$ cat config.mk
export PLATFORM = sky130hd
export DESIGN_NAME = clock_step_ctrl
export DESIGN_NICKNAME = d
export VERILOG_FILES = /design/src/rtl/clock_step_ctrl.sv
export SDC_FILE = /design/constraint.sdc
export NUM_CORES = 1
export LEC_CHECK = 0
export CAP_MARGIN = 20
export CORE_MARGIN = 2
export CORE_UTILIZATION = 50
export CTS_CLUSTER_DIAMETER = 100
export DETAILED_ROUTE_END_ITERATION = 8
export PLACE_DENSITY = 0.71
export SYNTH_ARGS = -nofsm -noshare
export SYNTH_HDL_FRONTEND = slang
export SYNTH_SLANG_ARGS = --single-unit
$ cat constraint.sdc
create_clock -name i_clk -period 1.3 [get_ports i_clk]
set_input_delay 0.39 -clock i_clk [delete_from_list [all_inputs] [get_ports i_clk]]
set_output_delay 0.39 -clock i_clk [all_outputs]
set_load 0.03 [all_outputs]
$ cat src/rtl/clock_step_ctrl.sv
// clock_step_ctrl: generates the CPU clock-enable, reset and halt controls from the oscillator,
// the front-panel inputs and datapath feedback (run, cycle step, instruction step, breakpoint).
module clock_step_ctrl #(
    parameter int DEBOUNCE_CYCLES = 16,
    parameter int RUN_DIV         = 4,
    parameter int RESET_HOLD      = 8
) (
    input  logic i_clk,
    input  logic i_resetn,
    input  logic i_btnStep,
    input  logic i_btnReset,
    input  logic i_swInstrNCycle,
    input  logic i_swStepNRun,
    input  logic i_swEnableBreakpoint,
    input  logic i_ctrlInstrFinishedN,
    input  logic i_breakpointHitN,
    output logic o_cpuClkEn,
    output logic o_cpuResetn,
    output logic o_breakpointEnableN,
    output logic o_halt
);
    localparam int DBW = $clog2(DEBOUNCE_CYCLES + 1);
    localparam int DVW = RUN_DIV > 1 ? $clog2(RUN_DIV) : 1;
    localparam int RHW = $clog2(RESET_HOLD + 1);

    typedef enum logic [2:0] {S_RESET, S_HALTED, S_STEP_INSTR, S_RUN, S_BREAK} state_t;

    // bit order: {bp enable, step mode, instr mode, reset button, step button}
    logic [4:0] raw, sync1_q, sync2_q, deb;
    logic [1:0] ev_prev_q;
    logic step_req, mode_fall, running, tick, bp_stop, pulse, armed_q, armed_d;
    state_t state_q, state_d;
    logic [DVW-1:0] div_q, div_d;
    logic [RHW-1:0] rst_cnt_q, rst_cnt_d;

    assign raw = {i_swEnableBreakpoint, i_swStepNRun, i_swInstrNCycle, i_btnReset, i_btnStep};

    always_ff @(posedge i_clk or negedge i_resetn) begin
        if (!i_resetn) {sync2_q, sync1_q} <= '0;
        else {sync2_q, sync1_q} <= {sync1_q, raw};
    end

    for (genvar i = 0; i < 5; i++) begin : g_db
        logic [DBW-1:0] cnt_q;
        logic deb_q;
        always_ff @(posedge i_clk or negedge i_resetn) begin
            if (!i_resetn) begin
                cnt_q <= '0;
                deb_q <= 1'b0;
            end else if (sync2_q[i] == deb_q) begin
                cnt_q <= '0;
            end else if (cnt_q == DBW'(DEBOUNCE_CYCLES - 1)) begin
                cnt_q <= '0;
                deb_q <= sync2_q[i];
            end else begin
                cnt_q <= cnt_q + 1'b1;
            end
        end
        assign deb[i] = deb_q;
    end

    assign step_req  = deb[0] & ~ev_prev_q[0];
    assign mode_fall = ~deb[3] & ev_prev_q[1];

    // Halted-like states leave for RUN only on a run-mode selection event, so a breakpoint
    // stop holds even while the switch sits in run mode.
    always_comb begin
        running   = state_q inside {S_RUN, S_STEP_INSTR};
        tick      = running && div_q == DVW'(RUN_DIV - 1);
        bp_stop   = tick && !o_breakpointEnableN && !i_breakpointHitN;
        state_d   = state_q;
        rst_cnt_d = '0;
        armed_d   = armed_q;
        pulse     = 1'b0;
        if (deb[1]) state_d = S_RESET;
        else if (state_q == S_RESET) begin
            rst_cnt_d = rst_cnt_q + 1'b1;
            if (rst_cnt_q == RHW'(RESET_HOLD - 1)) state_d = deb[3] ? S_HALTED : S_RUN;
        end else if (bp_stop) begin
            state_d = S_BREAK;
            armed_d = 1'b0;
        end else if (state_q == S_RUN && deb[3]) state_d = S_HALTED;
        else if (state_q != S_RUN && mode_fall) state_d = S_RUN;
        else if (running) begin
            pulse = tick;
            if (tick && state_q == S_STEP_INSTR && !i_ctrlInstrFinishedN) state_d = S_HALTED;
        end else if (step_req) begin
            pulse = !deb[2];
            if (deb[2]) state_d = S_STEP_INSTR;
        end
        if (pulse && !i_ctrlInstrFinishedN) armed_d = 1'b1;
        div_d = (state_d == state_q && running && !tick) ? div_q + 1'b1 : '0;
    end

    always_ff @(posedge i_clk or negedge i_resetn) begin
        if (!i_resetn) begin
            state_q             <= S_RESET;
            div_q               <= '0;
            rst_cnt_q           <= '0;
            armed_q             <= 1'b1;
            ev_prev_q           <= '0;
            o_cpuClkEn          <= 1'b0;
            o_cpuResetn         <= 1'b0;
            o_halt              <= 1'b1;
            o_breakpointEnableN <= 1'b1;
        end else begin
            state_q             <= state_d;
            div_q               <= div_d;
            rst_cnt_q           <= rst_cnt_d;
            armed_q             <= armed_d;
            ev_prev_q           <= {deb[3], deb[0]};
            o_cpuClkEn          <= pulse;
            o_cpuResetn         <= state_d != S_RESET;
            o_halt              <= !(state_d inside {S_RUN, S_STEP_INSTR});
            o_breakpointEnableN <= !(deb[4] && armed_d);
        end
    end
endmodule
==> results of run 1 <==
worst max-delay path, cell delays in order (launching register included):
cell and delay, ns:
dfrtp_2 0.48, nand4bb_1 0.23, o22a_1 0.26, o211ai_4 0.23, o2111ai_1 0.14
cell families (layout without fill, tap and decap cells):
logic type / count (synthesis) / after routing / share of synthesized area
muxes: 5 / 5 / 0.02558
adders and majority gates: 7 / 7 / 0.03731
and+or+nand+nor: 78 / 78 / 0.1908
AOI/OAI and AO/OA: 19 / 19 / 0.07143
xor gates and xnor gates: 17 / 17 / 0.06343
buffers and inverters: 8 / 57 / 0.01279
DFF: 56 / 56 / 0.5986
final cells by class:
type                       count  share of cell area
inverter                       8             0.01008
timing repair buffer          41              0.1260
tap                           52             0.02184
clock inverter                 3            0.007980
multi-input combinational    126              0.3385
sequential                    56              0.4725
clock buffer                   5             0.02310
through the flow:
| step | hold slack, ns | total power, mW | cell area, um^2 | utilization | setup TNS, ns |
|---|---|---|---|---|---|
| after floorplan | 0.09441 | 2.123 | 2354 | - | -0.4234 |
| after global placement | 0.2376 | 2.262 | 2691 | 0.6056 | -3.398 |
| after detailed placement | 0.2395 | 2.296 | 2691 | 0.6056 | -3.665 |
| after CTS | 0.3515 | 3.313 | 2883 | 0.6486 | -1.467 |
| after global routing | 0.3534 | 3.485 | 2979 | 0.6703 | -2.254 |
| final | 0.3464 | 3.302 | 2979 | 0.6703 | -1.491 |
metal layers:
metal | GRT usage | vias to the layer above | part of all wire | wire (um)
met1 | 0.2182 | 761 | 0.43 | 1829
met4 | 0.04938 | 0 | 0.0098 | 42
met3 | 0.04167 | 5 | 0.019 | 83
met5 | 0 | - | 0 | 0
met2 | 0.3170 | 15 | 0.54 | 2312
li1 | - | 743 | - | -
cell usage after synthesis (all sizes together) (2+ instances only):
cell type	n	share of area
xor2	16	0.060
o21ai	7	0.015
dfstp	3	0.034
and2	8	0.021
dfrtp	53	0.57
nor3b	2	0.0064
nand3	13	0.028
ha	7	0.037
and3	5	0.013
nor2	25	0.041
mux2	5	0.026
nand2b	4	0.014
nand2	7	0.012
a32oi	2	0.0075
inv	8	0.013
nor4	2	0.0080
cells in the final DEF, fill, tap and decap left out, drive strengths merged, types with 2 or more instances in the layout:
| cell type | instances |
|---|---|
| clkdlybuf4s50 | 6 |
| inv | 8 |
| a32oi | 2 |
| and3 | 5 |
| nand3 | 13 |
| clkbuf | 5 |
| buf | 33 |
| o21ai | 7 |
| and2 | 8 |
| nor2 | 25 |
| xor2 | 16 |
| dfrtp | 53 |
| clkinvlp | 2 |
| nor3b | 2 |
| mux2 | 5 |
| ha | 7 |
| nand2b | 4 |
| dfstp | 3 |
| nor4 | 2 |
| nand2 | 7 |
state kept, by name, summed over array words and instances, names as in the netlist:
name	count
ev_prev_q	2
o_halt	1
state_q	3
sync1_q	5
rst_cnt_q	4
sync2_q	5
g_db.cnt_q	25
armed_q	1
o_breakpointEnableN	1
div_q	2
o_cpuResetn	1
g_db.deb_q	5
o_cpuClkEn	1
report_power, final:
part / switching, mW / leakage, nW / internal [mW]
Combinational: 0.196 / 0.692 / 0.274
Sequential: 0.0691 / 0.714 / 1.83
Clock: 0.555 / 0.0404 / 0.382
Total: 0.820 / 1.45 / 2.48
path summary, 6_finish.rpt:
path	start	end	slack, ns	cells past startpoint
worst min-delay path	sync1_q[2]	sync2_q[2]	0.35	0
min in group asynchronous	i_resetn	div_q[1]	0.44	2
max in group asynchronous	i_resetn	armed_q	0.41	3
worst max register to register	state_q[2]	o_cpuResetn	-0.18	4
worst min register to register	sync1_q[2]	sync2_q[2]	0.35	0
worst max-delay path	state_q[2]	o_cpuResetn	-0.18	4
what timing repair did:
item,4_1_cts,5_1_grt
setup buffers,3,6
endpoints found under the hold margin,3,0
gates resized for setup,17,14
pin swaps,8,12
hold buffers,1,0
setup endpoints to repair,12,24
==> out/metrics.csv, run 1 <==
metric;value;unit
status;finished, violations left;
failing checks;setup timing;
Max-Cap Viols;0;
Clock Latency Late Sink;0.31;ns
Worst setup EP type;flop;
initial antenna violation count;0;
HPWL Detailed;2998;um
Mapped Nets;206;
DP Worst Slack;-0.5514;ns
CTS sink cnt;56;
fmax;676.9;MHz
#FFs+latches synth;56;
Clk pin slew, worst setup/hold paths;0.10;ns
CORE AREA;0.004444;mm^2
worst slew pin tran;0.3573;ns
I/O Buffers;12;
Slew Viols, Final;0;
first-pass GRT wire length;7086;um
antenna cells;0;
largest net degree at the start of global routing;27;
Final Hold Fails;0;
fillers;328;
ys async rst share;1.000;
HP Class;flop to flop;
H-Tree Depth;2;
row count;24;
Layout Skew;0.01172;ns
Initial Util;0.5282;
number of global-route vias before repair;1580;
ANT nets after route;0;
vias;1524;
vias per cell;5.237;
CTS buffer count;5;
WP data arrival;1.66;ns
CTS Buffer Depth;2;
Syn Inst Count;190;
Primary FF master, synth;dfrtp_1;
DR DRC count;0;
Die Height;72.52;um
DR WL/cell;14.67;um
DRT iter0 DRCs;48;
crit path setup slack, layout;-0.1773;ns
Post-synth EDFFs;0;
I/O Pins;13;
Setup Crit Path Kind;flop to flop;
drt pass-1 iters;4;
Critical Path Fanout Max;8;
Max VDD drop;0.0008219;V
leakage power;1.446;nW
Final setup viols;12;
layout cells sized above 1;0.3138;
Worst slew margin;0.7593;
global route overflow;0;
synthesized cell area;0.002347;mm^2
Storage cell area;0.001408;mm^2
nets;254;
WL final;4269;um
yosys warns;0;
proportion of synthesized chip area in sequential cells;0.5986;
die area;0.005258;mm^2
Final GP Congestion;0.8817;
die width;72.52;um
Critical Path RT;1.48;ns
Mean Syn Cell Area;12.35;um^2
non-filler instance count after layout;291;
power density over cell area;1108;mW/mm^2
startpoint types;flop;
CTS Root Cell;clkbuf_8;
area of the multi-input gates;0.001008;mm^2
Syn-to-layout area delta;26.92;%
CTS tree;built;
Final period util;1.136;
count of cell types in the netlist;45;
Total Routing Usage GR;0.1783;
placed cell count;273;
unrepaired setup endpoints after global routing;yes;
fin crit period;1.477;ns
Note: power is estimated with default switching activity, not from simulation.
==> run 2: changes to the inputs <==
--- a/config.mk
+++ b/config.mk
@@ -11,6 +11,7 @@
 export CTS_CLUSTER_DIAMETER = 100
 export DETAILED_ROUTE_END_ITERATION = 8
 export PLACE_DENSITY = 0.71
+export SETUP_SLACK_MARGIN = 0.2
 export SYNTH_ARGS = -nofsm -noshare
 export SYNTH_HDL_FRONTEND = slang
 export SYNTH_SLANG_ARGS = --single-unit
==> run 2 against run 1 <==
The run still ends with setup timing left. Die area unchanged. Final area increased by 9.4%. Via count increased by 2.2%. Clock skew decreased by 0.0077 ns. Critical path depth increased by 1. Sequential share of layout area decreased by 4.1 points. Sequential power about the same. Worst hold slack got worse by 0.27 ns. Global-route usage increased by 0.99 points. Wire length increased by 6.4%. Maximum frequency decreased by 0.79%. Clock-buffer cell count increased by 2.
==> out/metrics.csv, run 2 (synthesis gave the netlist of run 1 again) <==
metric;value;unit
Die Height;72.52;um
largest net degree at the start of global routing;57;
Flop pwr share;0.566;
Clk pin slew, worst setup/hold paths;0.09;ns
fmax;671.6;MHz
Clock Latency Late Sink;0.29;ns
HP Class;input pin to async pin;
row count;24;
Total Routing Usage GR;0.1882;
failing checks;setup timing;
vias per cell;5.242;
Final setup viols;12;
commonest non-fill, non-tap cell in the layout;dfrtp_1;
CTS tree;built;
startpoint types;flop;
Worst setup EP type;flop;
CTS sink cnt;56;
area of the multi-input gates;0.001224;mm^2
ANT nets after route;0;
peak per-stage delay on the critical path;0.42;ns
clock share of power;0.282;
layout cells sized above 1;0.4082;
Setup Crit Path Kind;flop to flop;
slowest library cell on the worst path;dfrtp_1;
fin crit period;1.489;ns
HPWL Detailed;2904;um
status;finished, violations left;
Final Hold Fails;0;
DR DRC count;0;
cell-internal power;2.564;mW
Net Sw Frac;0.2404;
Largest register FFs;25;
nets;260;
Largest Register;g_db.cnt_q;
DR WL/cell;15.29;um
die area;0.005258;mm^2
Max VDD drop;0.0007278;V
I/O Buffers;12;
die width;72.52;um
WL final;4542;um
Critical Path RT;1.51;ns
unrepaired setup endpoints after global routing;yes;
Tot Pwr;3.375;mW
I/O Pins;13;
Slew Viols, Final;0;
first-pass GRT wire length;7548;um
Post-CTS Hold Buffers;0;
H-Tree Depth;2;
Critical Path Fanout Max;5;
Buf+Inv Stages, Crit Path;0;
CTS Root Cell;clkbuf_8;
drt pass-1 iters;4;
leakage power;1.521;nW
logic gate share of total power;0.152;
CTS Buffer Depth;2;
cells along the critical path;ha_4 > and4bb_4 > a2bb2oi_4 > o211ai_4 > nor4b_2;
setup_tns;-1.487;ns
final core utilization;0.7334;
Final period util;1.145;
fillers;314;
Storage cell area;0.001408;mm^2
power density over cell area;1035;mW/mm^2
Max-Cap Viols;0;
global route overflow;0;
DP Worst Slack;-0.5489;ns
most frequent cells in the layout;51 x dfrtp_1, 22 x buf_4, 19 x nor2_1;
WP data arrival;1.70;ns
DRT iter0 DRCs;86;
number of global-route vias before repair;1632;
Initial Util;0.5282;
antenna cells;0;
Switch Pwr;0.8112;mW
vias;1557;
R2R setup slack;-0.19;ns
CTS buffer count;5;
crit path setup slack, layout;-0.1891;ns
worst slew pin tran;0.3042;ns
Worst slew margin;0.7963;
Layout Skew;0.004043;ns
Syn-to-layout area delta;38.86;%
CORE AREA;0.004444;mm^2
initial antenna violation count;0;
crit-path leading delay family;simple AND/OR/NAND/NOR gates;
Final GP Congestion;0.8342;
[run 2: power by group through the flow]
| stage | Sequential [mW] | Combinational [mW] | Clock (mW) |
|---|---|---|---|
| after global routing | 1.92 | 0.567 | 1.07 |
| after floorplan | 1.91 | 0.221 | 0 |
| after CTS | 1.90 | 0.467 | 0.981 |
| final | 1.91 | 0.512 | 0.952 |
| after detailed placement | 1.92 | 0.369 | 0 |
| after global placement | 1.91 | 0.345 | 0 |
[run 2: metrics by stage]
| step | instances | area, um^2 | hold slack (ns) |
|---|---|---|---|
| floorplan | 190 | 2411 | 0.09441 |
| global placement | 272 | 2729 | 0.3324 |
| detailed placement | 272 | 2729 | 0.3362 |
| CTS | 293 | 3028 | 0.08714 |
| global route | 297 | 3259 | 0.09118 |
| finish | 297 | 3259 | 0.07914 |
[run 2: worst reg2reg max path: stages (launching register included)]
cell and delay, ns:
dfrtp_1 0.42, ha_4 0.19, and4bb_4 0.24, a2bb2oi_4 0.19, o211ai_4 0.13, nor4b_2 0.23
[run 2: per-layer routing]
metal  global-route usage  share of wire  vias up
met1               0.2498           0.44      777
met2               0.3160           0.52       22
li1                     -              -      753
met5                    0              0        -
met4              0.06584          0.012        0
met3              0.03056          0.026        5
[run 2: what timing repair did]
item                                    in CTS  in global routing
pin swaps                                   21                 13
resized for setup                           27                 35
gates cloned                                 0                  0
buffers inserted                            13                  4
endpoints found under the setup margin      34                 40
[run 2: path summary, 6_finish.rpt]
kind | start | end | cells after the start
worst max-delay path | div_q[0] | div_q[1] | 5
worst min-delay path | i_resetn | g_db[3].cnt_q[1] | 2
worst max register to register | div_q[0] | div_q[1] | 5
min in group i_clk | sync1_q[1] | sync2_q[1] | 0
worst min register to register | sync1_q[1] | sync2_q[1] | 0
max in group asynchronous | i_resetn | o_halt | 2
[run 2: cell type report]
class,count,share of cell area
sequential,56,0.4319
multi-input combinational,126,0.3754
timing repair buffer,47,0.1347
clock buffer,7,0.02649
tap,52,0.01996
inverter,8,0.009213
clock inverter,1,0.002303
==> run 3: changes to the inputs <==
--- a/config.mk
+++ b/config.mk
@@ -5,11 +5,13 @@
 export SDC_FILE = /design/constraint.sdc
 export NUM_CORES = 1
 export LEC_CHECK = 0
+export ABC_AREA = 1
 export CAP_MARGIN = 20
 export CORE_MARGIN = 2
 export CORE_UTILIZATION = 50
 export CTS_CLUSTER_DIAMETER = 100
 export DETAILED_ROUTE_END_ITERATION = 8
+export GPL_TIMING_DRIVEN = 0
 export PLACE_DENSITY = 0.71
 export SETUP_SLACK_MARGIN = 0.2
 export SYNTH_ARGS = -nofsm -noshare
==> run 3 against run 2 <==
The flow still finishes with violations (setup timing). Die area is 3.5% lower. Flip-flop and latch count stayed put. Core utilization is 7.8 points higher. Wire length is 31% higher. Critical path type unchanged. Critical endpoint is now o_cpuResetn. Highest routed layer unchanged.
==> out/metrics.csv, run 3 <==
metric;value;unit
Max-Cap Viols;0;
grt met2 use;0.3323;
HPWL Detailed;2416;um
Post-DP Area;0.002515;mm^2
Max VDD drop;0.0008229;V
Layout Skew;0.01343;ns
Synth Area in XOR/XNOR;0.04264;
Flop pwr share;0.543;
peak per-stage delay on the critical path;0.51;ns
CTS Root Cell;clkbuf_8;
fmax;612.4;MHz
HP Class;input pin to async pin;
r2r startpoint;state_q[1];
die width;71.23;um
Synth area leaders;dfrtp_1 59%, nor2_1 5.0%, nand2_1 4.3%;
top cell type's share of synthesized area;0.5869;
GR Layer Usage met3;0.04219;
Mapped Nets;233;
Buf+Inv Stages, Crit Path;2;
DRT iter0 DRCs;146;
crit-path leading delay family;simple AND/OR/NAND/NOR gates;
largest net degree at the start of global routing;42;
Mean Syn Cell Area;10.41;um^2
Critical Path RT;1.50;ns
most numerous cell in the Yosys netlist;dfrtp_1;
Syn Inst Count;217;
Critical Path Fanout Max;5;
commonest non-fill, non-tap cell in the layout;dfrtp_1;
ys async rst share;1.000;
setup_tns;-1.900;ns
M1 GR Usage;0.2109;
startpoint types;flop;
Final Hold Fails;0;
vias;1786;
Largest register FFs;25;
Reg2Reg Depth;8;
final core utilization;0.8112;
largest family of logic cells by synthesized area;simple AND/OR/NAND/NOR gates;
Synth Area in Simple Gates;0.1894;
row count;24;
yosys warns;0;
Post-synth EDFFs;0;
CTS buffer count;5;
Largest Register;g_db.cnt_q;
Slew Viols, Final;0;
H-Tree Depth;2;
I/O Buffers;12;
Initial Util;0.5190;
I/O Pins;13;
initial antenna violation count;0;
count of cell types in the netlist;24;
CORE AREA;0.004354;mm^2
antenna cells;0;
Setup Crit Path Kind;flop to flop;
clock share of power;0.270;
ANT nets after route;0;
failing checks;setup timing;
Net Sw Frac;0.2785;
crit path setup slack, layout;-0.3329;ns
Synth top cells by count;53 x dfrtp_1, 30 x nor2_1, 26 x nand2_1;
Synth Area in Compound Gates;0.04762;
WP data arrival;1.83;ns
WL final;5935;um
first-pass GRT wire length;7245;um
Final GP Congestion;0.7521;
Synth area leader;dfrtp_1;
most frequent cells in the layout;46 x dfrtp_1, 33 x buf_4, 22 x inv_1;
global route overflow;0;
cell-internal power;2.553;mW
Clk pin slew, worst setup/hold paths;0.10;ns
CTS tree;built;
Final period util;1.256;
Final setup viols;13;
vias per cell;5.238;
status;finished, violations left;
power density over cell area;1002;mW/mm^2
Syn-to-layout area delta;56.31;%
leakage power;1.590;nW
worst slew pin tran;0.3597;ns
DR DRC count;0;
Switch Pwr;0.9855;mW
cells along the critical path;inv_2 > buf_6 > nand2_1 > o21ai_1 > nand2_1 > nand2_2 > nand2_2 > or3_1;
Finished Cell Area;0.003532;mm^2
Tot Pwr;3.538;mW
post-synthesis adder-cell area fraction;0.03876;
nets;304;
fin crit period;1.633;ns
Primary FF master, synth;dfrtp_1;
Worst setup EP type;flop;
synthesized cell area;0.002260;mm^2
DR WL/cell;17.40;um
#FFs+latches synth;56;
R2R setup slack;-0.33;ns
number of global-route vias before repair;1706;
Total Routing Usage GR;0.1866;
logic gate share of total power;0.187;
Clock Latency Late Sink;0.31;ns
drt pass-1 iters;4;
Worst slew margin;0.7594;
busiest grt layer;met2;
unrepaired setup endpoints after global routing;yes;
R2R Path End;o_cpuResetn;
CTS sink cnt;56;
Die Height;71.23;um
slowest library cell on the worst path;dfrtp_2;
die area;0.005073;mm^2
fillers;214;
multiplexer area fraction after synthesis;0.01495;
CTS Buffer Depth;2;
proportion of synthesized chip area in sequential cells;0.6218;
layout cells sized above 1;0.5744;
[run 3: final cells by class]
class | instances | area, um^2 | share of cell area
flip-flops and latches | 56 | 1414 | 0.4003
clock inverters | 3 | 21.27 | 0.006022
inverters | 27 | 103.9 | 0.02940
multi-input cells | 134 | 1272 | 0.3603
clock buffers | 5 | 68.82 | 0.01948
well taps | 52 | 65.06 | 0.01842
repair buffers | 64 | 586.8 | 0.1661
[run 3: worst max path at each step]
stage | start | endpoint | slack (ns) | cells past startpoint
6_report | state_q[1] | o_cpuResetn | -0.33 | 8
5_1_grt | state_q[1] | o_cpuResetn | -0.36 | 8
4_1_cts | state_q[1] | o_cpuResetn | -0.20 | 8
3_5_place_dp | i_breakpointHitN | o_cpuResetn | -0.54 | 8
3_3_place_gp | i_resetn | state_q[1] | -1.82 | 1
2_1_floorplan | state_q[1] | o_cpuResetn | -0.09 | 8
[run 3: power by group through the flow]
stage | logic (mW) | registers (mW) | clock network (mW)
final | 0.663 | 1.92 | 0.955
after global routing | 0.725 | 1.93 | 1.05
after CTS | 0.487 | 1.90 | 0.971
after detailed placement | 0.360 | 1.92 | 0
after global placement | 0.345 | 1.92 | 0
after floorplan | 0.223 | 1.93 | 0
[run 3: timing repair]
item,in CTS,in global routing
resized for setup,72,87
buffers inserted,30,19
endpoints found under the setup margin,27,39
pin swaps,28,38
endpoints found under the hold margin,15,8
[run 3: cells by family after synthesis]
logic type      count (synthesis)
buf+inv                        27
compound gates                 20
xor+xnor                       11
simple gates                   93
mux                             3
flops                          56
fa+ha+maj                       7
[run 3: metal layers]
layer  vias up  routed length (um)
met4         0                 189
met5         -                   0
met3        17                 233
met2        51                3321
met1       884                2191
li1        834                   -
[run 3: through the flow]
step                cells  setup WS [ns]  hold slack, ns
floorplan             217       -0.09344         0.09441
global placement      281         -1.820          0.3322
detailed placement    282        -0.5365          0.3264
CTS                   320        -0.2033        -0.02087
global route          341        -0.3560         0.06275
finish                341        -0.3329         0.05259
